$ cat config.mk
export PLATFORM = sky130hd
export DESIGN_NAME = display_arbiter
export DESIGN_NICKNAME = d
export VERILOG_FILES = /design/src/rtl/display_pkg.sv /design/src/rtl/tick_gen.sv /design/src/rtl/display_arbiter.sv
export SDC_FILE = /design/constraint.sdc
export NUM_CORES = 1
export LEC_CHECK = 0
export ABC_AREA = 0
export CAP_MARGIN = 20
export CORE_MARGIN = 4
export CORE_UTILIZATION = 48
export DETAILED_ROUTE_END_ITERATION = 10
export GPL_TIMING_DRIVEN = 0
export PLACE_DENSITY = 0.89
export RECOVER_POWER = 100
export SYNTH_ARGS = -nofsm -noshare
export SYNTH_HDL_FRONTEND = slang
export SYNTH_SLANG_ARGS = --single-unit
$ cat constraint.sdc
create_clock -name clk -period 7.18 [get_ports clk]
set_input_delay 0.718 -clock clk [delete_from_list [all_inputs] [get_ports clk]]
set_output_delay 0.718 -clock clk [all_outputs]
set_load 0.02 [all_outputs]
$ cat src/rtl/display_pkg.sv
// Shared definitions for the display arbiter: FSM encoding, default timing
// parameters and a helper that sizes counters from their terminal count.
package display_pkg;

  typedef enum logic [1:0] {
    ST_IDLE = 2'd0,
    ST_SHOW = 2'd1,
    ST_ACK  = 2'd2
  } state_t;

  localparam int DEFAULT_REFRESH_DIV = 100000;
  localparam int DEFAULT_HOLD_TICKS  = 2000;
  localparam int DEFAULT_BLINK_TICKS = 250;

  // Width of a counter that runs 0..n-1; never narrower than one bit so a
  // terminal count of 1 still yields a legal vector.
  function automatic int ctr_width(input int n);
    return (n > 1) ? $clog2(n) : 1;
  endfunction

endpackage

$ cat src/rtl/tick_gen.sv
// Free-running prescaler: emits a one-cycle tick every DIV clocks, the first
// one DIV clocks after reset is released.
module tick_gen
  import display_pkg::*;
#(
  parameter int DIV = DEFAULT_REFRESH_DIV
) (
  input  logic clk,
  input  logic rst,
  output logic tick
);

  localparam int CW = ctr_width(DIV);
  localparam logic [CW-1:0] LAST = CW'(DIV - 1);

  logic [CW-1:0] count;

  // Count 0..DIV-1 and register the tick on the wrap so it is glitch-free.
  always_ff @(posedge clk or posedge rst) begin
    if (rst) begin
      count <= '0;
      tick  <= 1'b0;
    end else begin
      tick <= (count == LAST);
      if (count == LAST) count <= '0;
      else               count <= count + 1'b1;
    end
  end

endmodule

$ cat src/rtl/display_arbiter.sv
// Chooses what the seven-segment mux shows: the live source 0 value, or a
// message from source 1/2 held for a fixed number of refresh ticks and then
// acknowledged. Also generates the refresh tick and blank/blink control.
module display_arbiter
  import display_pkg::*;
#(
  parameter int REFRESH_DIV = DEFAULT_REFRESH_DIV,
  parameter int HOLD_TICKS  = DEFAULT_HOLD_TICKS,
  parameter int BLINK_TICKS = DEFAULT_BLINK_TICKS
) (
  input  logic        clk,
  input  logic        rst,
  input  logic [31:0] src0_bcd,
  input  logic [7:0]  src0_dots,
  input  logic        src0_neg,
  input  logic [1:0]  req,
  input  logic [31:0] msg1_bcd,
  input  logic [7:0]  msg1_dots,
  input  logic        msg1_neg,
  input  logic [31:0] msg2_bcd,
  input  logic [7:0]  msg2_dots,
  input  logic        msg2_neg,
  output logic [1:0]  ack,
  input  logic        blank,
  input  logic        blink,
  output logic        clk_enable,
  output logic [31:0] bcd,
  output logic [7:0]  dots,
  output logic        is_negative,
  output logic        turn_off
);

  localparam int HW = ctr_width(HOLD_TICKS);
  localparam int BW = ctr_width(BLINK_TICKS);
  localparam logic [HW-1:0] HOLD_LAST  = HW'(HOLD_TICKS - 1);
  localparam logic [BW-1:0] BLINK_LAST = BW'(BLINK_TICKS - 1);

  state_t        state;
  logic          last_src2;
  logic          cur_src2;
  logic          pick_src2;
  logic [HW-1:0] hold_cnt;
  logic [BW-1:0] blink_cnt;
  logic          blink_phase;
  logic          blink_toggle;
  logic          phase_next;

  tick_gen #(.DIV(REFRESH_DIV)) u_tick (
    .clk  (clk),
    .rst  (rst),
    .tick (clk_enable)
  );

  // Source 2 wins when it is the only requester, or on a tie when source 1
  // was the last one served.
  assign pick_src2    = req[1] & (~req[0] | ~last_src2);
  assign blink_toggle = clk_enable & (blink_cnt == BLINK_LAST);
  assign phase_next   = blink & (blink_phase ^ blink_toggle);

  // Arbitration FSM with registered payload and ack outputs.
  always_ff @(posedge clk or posedge rst) begin
    if (rst) begin
      state       <= ST_IDLE;
      last_src2   <= 1'b1;
      cur_src2    <= 1'b0;
      hold_cnt    <= '0;
      ack         <= 2'b00;
      bcd         <= 32'h0;
      dots        <= 8'h0;
      is_negative <= 1'b0;
    end else begin
      ack <= 2'b00;
      case (state)
        ST_IDLE: begin
          if (|req) begin
            state     <= ST_SHOW;
            last_src2 <= pick_src2;
            cur_src2  <= pick_src2;
            hold_cnt  <= '0;
            if (pick_src2) begin
              bcd         <= msg2_bcd;
              dots        <= msg2_dots;
              is_negative <= msg2_neg;
            end else begin
              bcd         <= msg1_bcd;
              dots        <= msg1_dots;
              is_negative <= msg1_neg;
            end
          end else begin
            bcd         <= src0_bcd;
            dots        <= src0_dots;
            is_negative <= src0_neg;
          end
        end
        ST_SHOW: begin
          if (clk_enable) begin
            if (hold_cnt == HOLD_LAST) begin
              state    <= ST_ACK;
              hold_cnt <= '0;
              ack      <= cur_src2 ? 2'b10 : 2'b01;
            end else begin
              hold_cnt <= hold_cnt + 1'b1;
            end
          end
        end
        ST_ACK: begin
          state       <= ST_IDLE;
          bcd         <= src0_bcd;
          dots        <= src0_dots;
          is_negative <= src0_neg;
        end
        default: state <= ST_IDLE;
      endcase
    end
  end

  // Blank overrides everything; otherwise blink flips the display every
  // BLINK_TICKS refresh ticks, and dropping blink restarts the phase at on.
  always_ff @(posedge clk or posedge rst) begin
    if (rst) begin
      blink_cnt   <= '0;
      blink_phase <= 1'b0;
      turn_off    <= 1'b1;
    end else begin
      blink_phase <= phase_next;
      turn_off    <= blank | phase_next;
      if (!blink) begin
        blink_cnt <= '0;
      end else if (clk_enable) begin
        if (blink_cnt == BLINK_LAST) blink_cnt <= '0;
        else                         blink_cnt <= blink_cnt + 1'b1;
      end
    end
  end

endmodule

==> results of run 1 <==
layer usage:
metal	GRT usage	part of all wire	vias to the layer above
li1	-	-	2087
met1	0.287	0.38	2108
met2	0.441	0.53	143
met3	0.0443	0.052	36
met4	0.0962	0.031	0
met5	0	0	-
logic make-up (layout without fill, tap and decap cells):
family                   count (synthesis)  count (layout)  synth area share
AND/OR/NAND/NOR                        143             143             0.162
buffers and inverters                   78             268            0.0657
XOR/XNOR                                20              20            0.0379
AO/OA/AOI/OAI                          114             114             0.167
adder cells (fa/ha/maj)                  4               4            0.0108
multiplexers                            42              42            0.0909
flip-flops                              86              86             0.466
through the flow:
step	hold WS, ns	area (um^2)	power, uW	instances	setup WS [ns]
2_1_floorplan	0.410	4630	661	487	4.24
3_5_place_dp	0.478	6550	832	790	4.41
6_report	0.481	6760	1220	806	4.30
4_1_cts	0.487	6790	1240	806	4.77
3_3_place_gp	0.468	6520	822	789	2.97
5_1_grt	0.519	6760	1270	806	4.19
worst register-to-register path, stage by stage (launching register included):
cell and delay [ns]:
dfrtp_1 0.44, or4_1 0.55, nor4_1 1.18, o221ai_1 0.28
area by class of cell:
cell class / instances / area (um^2)
Sequential cell: 86 / 2150
Inverter: 50 / 189
Fill cell: 653 / 2570
Multi-Input combinational cell: 323 / 2140
Clock inverter: 7 / 121
Clock buffer: 9 / 124
Buffer: 28 / 108
Tap cell: 129 / 161
Timing Repair Buffer: 174 / 1760
cells in the mapped netlist, drive strengths merged:
master	number	area, um^2
ha	4	50.1
nand2	12	45.0
nor2	59	221
or4	4	33.8
nor3b	1	7.51
buf	9	45.0
inv	50	188
a21oi	52	264
a21boi	3	22.5
and3	2	12.5
nand3b	2	15.0
dfrtp	84	2100
nand3	13	65.1
o31ai	5	37.5
nor2b	7	43.8
and2	3	18.8
or3	5	31.3
o22a	41	359
nor4b	1	8.76
o221ai	1	8.76
nand2b	4	25.0
xor2	7	61.3
o21ai	5	25.0
or2	1	6.26
nand4	13	81.3
a21o	1	7.51
o41ai	3	26.3
xnor2	13	114
a31oi	1	6.26
mux2i	42	420
o21bai	1	7.51
nand4bb	2	22.5
nor3	4	20.0
or4b	2	20.0
clkbuf	19	71.3
dfstp	2	52.6
nand4b	2	17.5
nor4	5	46.3
o22ai	1	6.26
and4	1	8.76
power by group:
group	total [uW]	internal (uW)	switching [uW]	leakage (uW)
Combinational	267	140	127	0.00192
Sequential	541	521	19.5	0.00108
Clock	417	233	184	0.000124
state kept, by name, summed over array words and instances (netlist names):
signal	flops
blink_cnt	8
ack	2
state	2
bcd	32
u_tick.tick	1
hold_cnt	11
last_src2	1
dots	8
turn_off	1
blink_phase	1
u_tick.count	17
is_negative	1
cur_src2	1
path summary, 6_finish.rpt:
path / startpoint / end / slack, ns
max: req[0] / bcd[7] / 4.30
min: cur_src2 / ack[0] / 0.48
max reg2reg: u_tick.count[11] / u_tick.count[10] / 4.55
min reg2reg: cur_src2 / ack[0] / 0.48
max in group asynchronous: rst / last_src2 / 5.49
min in group asynchronous: rst / ack[1] / 0.91
==> metrics.md, run 1 <==
| Metric | Value |
|---|---|
| Fin. Hold Viols | `0` |
| Clock sinks | `86` |
| Congestion Overflow GR | `0` |
| H-tree Lvls | `3` |
| Slew HR | `0.0489` |
| Post-Synthesis Cell Area | `0.00463 mm^2` |
| Post-DRT Antenna Nets | `0` |
| Crit-path cells | `dlygate4sd3_1, a21boi_0, clkbuf_1, clkbuf_1, mux2i_1, o22a_1, a21oi_1` |
| CTS tree | `done` |
| Commonest non-fill, non-tap cell in the layout | `clkdlybuf4s50_1` |
| Drt initial violations | `around 180` |
| CTS buffer count | `9` |
| Largest net degree at the start of global routing | `72` |
| Status | `completed` |
| Worst setup SP type | `input port` |
| Crit path time final | `between 2 and 3 ns` |
| Vias in the first global route | `4548` |
| Post-CTS Repair Setup Buffers | `0` |
| Final Max Tran Viols | `0` |
| First-pass GRT wire length | `roughly 22000 um` |
| CTS max path bufs | `2` |
| WL final | `between 10000 and 15000 um` |
| Crit path max fanout | `10` |
| Core ar. | `0.00933 mm^2` |
| Crit path kind | `input port to register` |
| PwrDens | `181 mW/mm^2` |
| Clock skew | `0.0129 ns` |
| Final TNS setup | `0 ns` |
| I/O pin count | `174` |
| Clock-pin slew on the worst setup and hold paths | `0.09 ns` |
| Final Setup Violations | `0` |
| RePlAce Congestion | `0.911` |
| Max Cap Viol | `0` |
| FMAX | `348 MHz` |
| CTS root buf | `clkbuf_8` |
| Drt via density | `5.43` |
| Top cell by count, worst path | `clkbuf_1` |
| Via count | `4374` |
| CP arrival | `~3.1 ns` |
| Die Y | `106 um` |
| CP max stage cell | `clkbuf_1` |
| Buffers added on ports | `173` |
| Hold Crit Class | `register to register` |
| Die Area | `0.0113 mm^2` |
| Mapped Cells | `487` |
| Clock Latency Late Sink | `around 0.36 ns` |
| Nets | `805` |
| Yosys cell types | `43` |
| Critical path capture point type | `register` |
| Pre-antenna DRT Iters | `4` |
| Layout area overhead | `46.2%` |
| Chip width | `106 um` |
| Synthesized net count | `between 600 and 700` |
| Peak VDD IR | `0.120 mV` |
| GR Util All Layers | `0.244` |
| Initial Util | `0.496` |
| Unrepaired setup endpoints after global routing | `false` |
| Detail Placement HPWL | `10700 um` |
| Slew @ Worst Pin | `1.41 ns` |
| Leading cell types in the layout, fill and taps excluded | `clkdlybuf4s50_1, dfrtp_1, nor2_1` |
| Family with the most delay on the worst path | `buffers and inverters` |
| Syn_area_per_cell | `9.50 um^2` |
| Final Util | `0.725` |
| Worst path depth | `7` |
| Seq/Total Area, Yosys | `0.466` |
| Depth of the worst register-to-register path | `3` |
| Residual DRC | `0` |
| Rows | `35` |
| Worst stage delay on the critical path | `0.62 ns` |
| Post-CTS Hold Fix Bufs | `0` |
| Hold Path Stages | `1` |
| Post-cts resize count | `0` |
| Pleak | `0.00312 uW` |
| Critical Path RT | `7.39 ns` |
| WL per Instance | `17.0 um` |
| Final Cycle Share | `0.400` |
| Register bit total from synthesis | `86` |
| Synth warn | `0` |
| Critical path buffers and inverters | `3` |
| Layout cells sized above 1 | `0.0340` |
| # diodes | `0` |
| Initial antenna violation count | `0` |
Note: power is estimated with default switching activity, not from simulation.
==> run 2, diff against run 1 <==
--- a/config.mk
+++ b/config.mk
@@ -8,10 +8,10 @@
 export ABC_AREA = 0
 export CAP_MARGIN = 20
 export CORE_MARGIN = 4
-export CORE_UTILIZATION = 48
+export CORE_UTILIZATION = 45
 export DETAILED_ROUTE_END_ITERATION = 10
 export GPL_TIMING_DRIVEN = 0
-export PLACE_DENSITY = 0.89
+export PLACE_DENSITY = 0.84
 export RECOVER_POWER = 100
 export SYNTH_ARGS = -nofsm -noshare
 export SYNTH_HDL_FRONTEND = slang
==> constraint.sdc (replaced) <==
create_clock -name clk -period 2.99 [get_ports clk]
set_input_delay 0.299 -clock clk [delete_from_list [all_inputs] [get_ports clk]]
set_output_delay 0.299 -clock clk [all_outputs]
set_load 0.02 [all_outputs]
==> metrics.md, run 2 (synthesis results as in run 1) <==
| Metric | Value |
|---|---|
| Most flop-heavy register | `bcd` |
| Crit-path cells | `ha_1, nand3_1, or4_1, a21oi_1, nor2_1` |
| Die Y | `109 um` |
| FMAX | `about 440 MHz` |
| Leading cell types in the layout, fill and taps excluded | `clkdlybuf4s50_1, dfrtp_1, nor2_1` |
| Post-cts resize count | `0` |
| Worst setup SP type | `register` |
| Clock skew | `0.0128 ns` |
| Peak VDD IR | `0.253 mV` |
| Placed cell count | `between 700 and 800` |
| Max Cap Viol | `0` |
| Setup WS post-layout | `0.703 ns` |
| Final TNS setup | `0 ns` |
| Hold worst-path end | `ack[0]` |
| CP arrival | `approximately 2.5 ns` |
| Post-CTS Hold Fix Bufs | `0` |
| Unrepaired setup endpoints after global routing | `false` |
| Post-CTS Repair Setup Buffers | `0` |
| Nets | `between 800 and 900` |
| Finished Layout Cells | `810` |
| Residual DRC | `0` |
| PwrDens | `411 mW/mm^2` |
| Final Max Tran Viols | `0` |
| Largest net degree at the start of global routing | `63` |
| Clock Latency Late Sink | `0.37 ns` |
| Rows | `36` |
| Clock-pin slew on the worst setup and hold paths | `~0.090 ns` |
| Pleak | `0.00310 uW` |
| Via count | `4317` |
| Layout area overhead | `45.7%` |
| Detail Placement HPWL | `approximately 11000 um` |
| CTS max path bufs | `2` |
| Buffers added on ports | `173` |
| Critical path capture point type | `register` |
| Reg-to-reg slack, setup | `around 0.7 ns` |
| Post-DRT Antenna Nets | `0` |
| Crit path time final | `2.29 ns` |
| H-tree Lvls | `3` |
| Critical Path RT | `3.22 ns` |
| CP max stage cell | `a21oi_1` |
| CTS buffer count | `9` |
| First-pass GRT wire length | `21200 um` |
| Final Setup Violations | `0` |
| Top Registers | `bcd: 32 flops, u_tick.count: 17 flops, hold_cnt: 11 flops` |
| WL per Instance | `16.8 um` |
| Placed Area | `0.00655 mm^2` |
| CTS tree | `done` |
| RePlAce Congestion | `0.843` |
| Slew HR | `0.189` |
| Initial Util | `0.467` |
| Post-route cell area | `0.00674 mm^2` |
| Final Cycle Share | `0.765` |
| Fin. Hold Viols | `0` |
| Drt initial violations | `194` |
| Die Area | `0.0120 mm^2` |
| R2r startpoint | `hold_cnt[0]` |
| Initial antenna violation count | `0` |
| CTS root buf | `clkbuf_8` |
| # diodes | `0` |
| Hold slack | `0.480 ns` |
| WL final | `13600 um` |
| I/O pin count | `~170` |
| Pre-antenna DRT Iters | `4` |
| Hold Crit Class | `register to register` |
| Hold_sp | `cur_src2` |
| Clock sinks | `86` |
| Max reg flops | `32` |
| Family with the most delay on the worst path | `simple AND/OR/NAND/NOR gates` |
| Drt via density | `5.33` |
| Slew @ Worst Pin | `between 1 and 1.5 ns` |
| Chip width | `109 um` |
| RR Endpoint | `hold_cnt[2]` |
| Pre-CTS WS | `roughly 0.78 ns` |
| GR Util All Layers | `0.225` |
| Crit path max fanout | `9` |
| Hold Path Stages | `1` |
| Crit path kind | `register to register` |
| Commonest non-fill, non-tap cell in the layout | `clkdlybuf4s50_1` |
| Congestion Overflow GR | `0` |
| Core ar. | `0.00991 mm^2` |
| Worst stage delay on the critical path | `roughly 0.63 ns` |
| Critical path buffers and inverters | `0` |
| Status | `completed` |
| Layout cells sized above 1 | `0.0414` |
| Vias in the first global route | `4406` |
| Depth of the worst register-to-register path | `5` |
-- run 2: layout make-up --
cell class                 count  area, um^2
clock buffer                   9         124
inverter                      50         189
buffer                        28         113
tap                          133         166
timing repair buffer         174        1760
fill                         793        3170
sequential                    86        2150
clock inverter                 7        72.6
multi-input combinational    323        2160
-- run 2: through the flow --
stage	power, uW	util
4_1_cts	2820	0.681
5_1_grt	2890	0.680
2_1_floorplan	1590	-
6_report	2770	0.680
3_3_place_gp	1980	0.658
3_5_place_dp	2000	0.661
-- run 2: worst max path at each step --
stage | from | end | slack (ns) | depth (start not counted)
floorplan | rst | ack[0] | 0.47 | 1
detailed placement | req[1] | bcd[9] | 0.78 | 7
CTS | hold_cnt[0] | hold_cnt[4] | 0.98 | 5
global placement | rst | bcd[28] | -0.86 | 2
finish | hold_cnt[0] | hold_cnt[2] | 0.70 | 5
global route | hold_cnt[0] | hold_cnt[3] | 0.51 | 5
-- run 2: per-layer routing --
layer	vias to the layer above	share of wire	track usage
met5	-	0	0
met4	0	0.033	0.103
met3	29	0.052	0.0376
met2	145	0.52	0.394
met1	2068	0.39	0.269
li1	2075	-	-
-- run 2: where the power goes --
part           switching, uW  internal (uW)
Sequential              47.5           1250
Combinational            300            336
Clock                    446            389
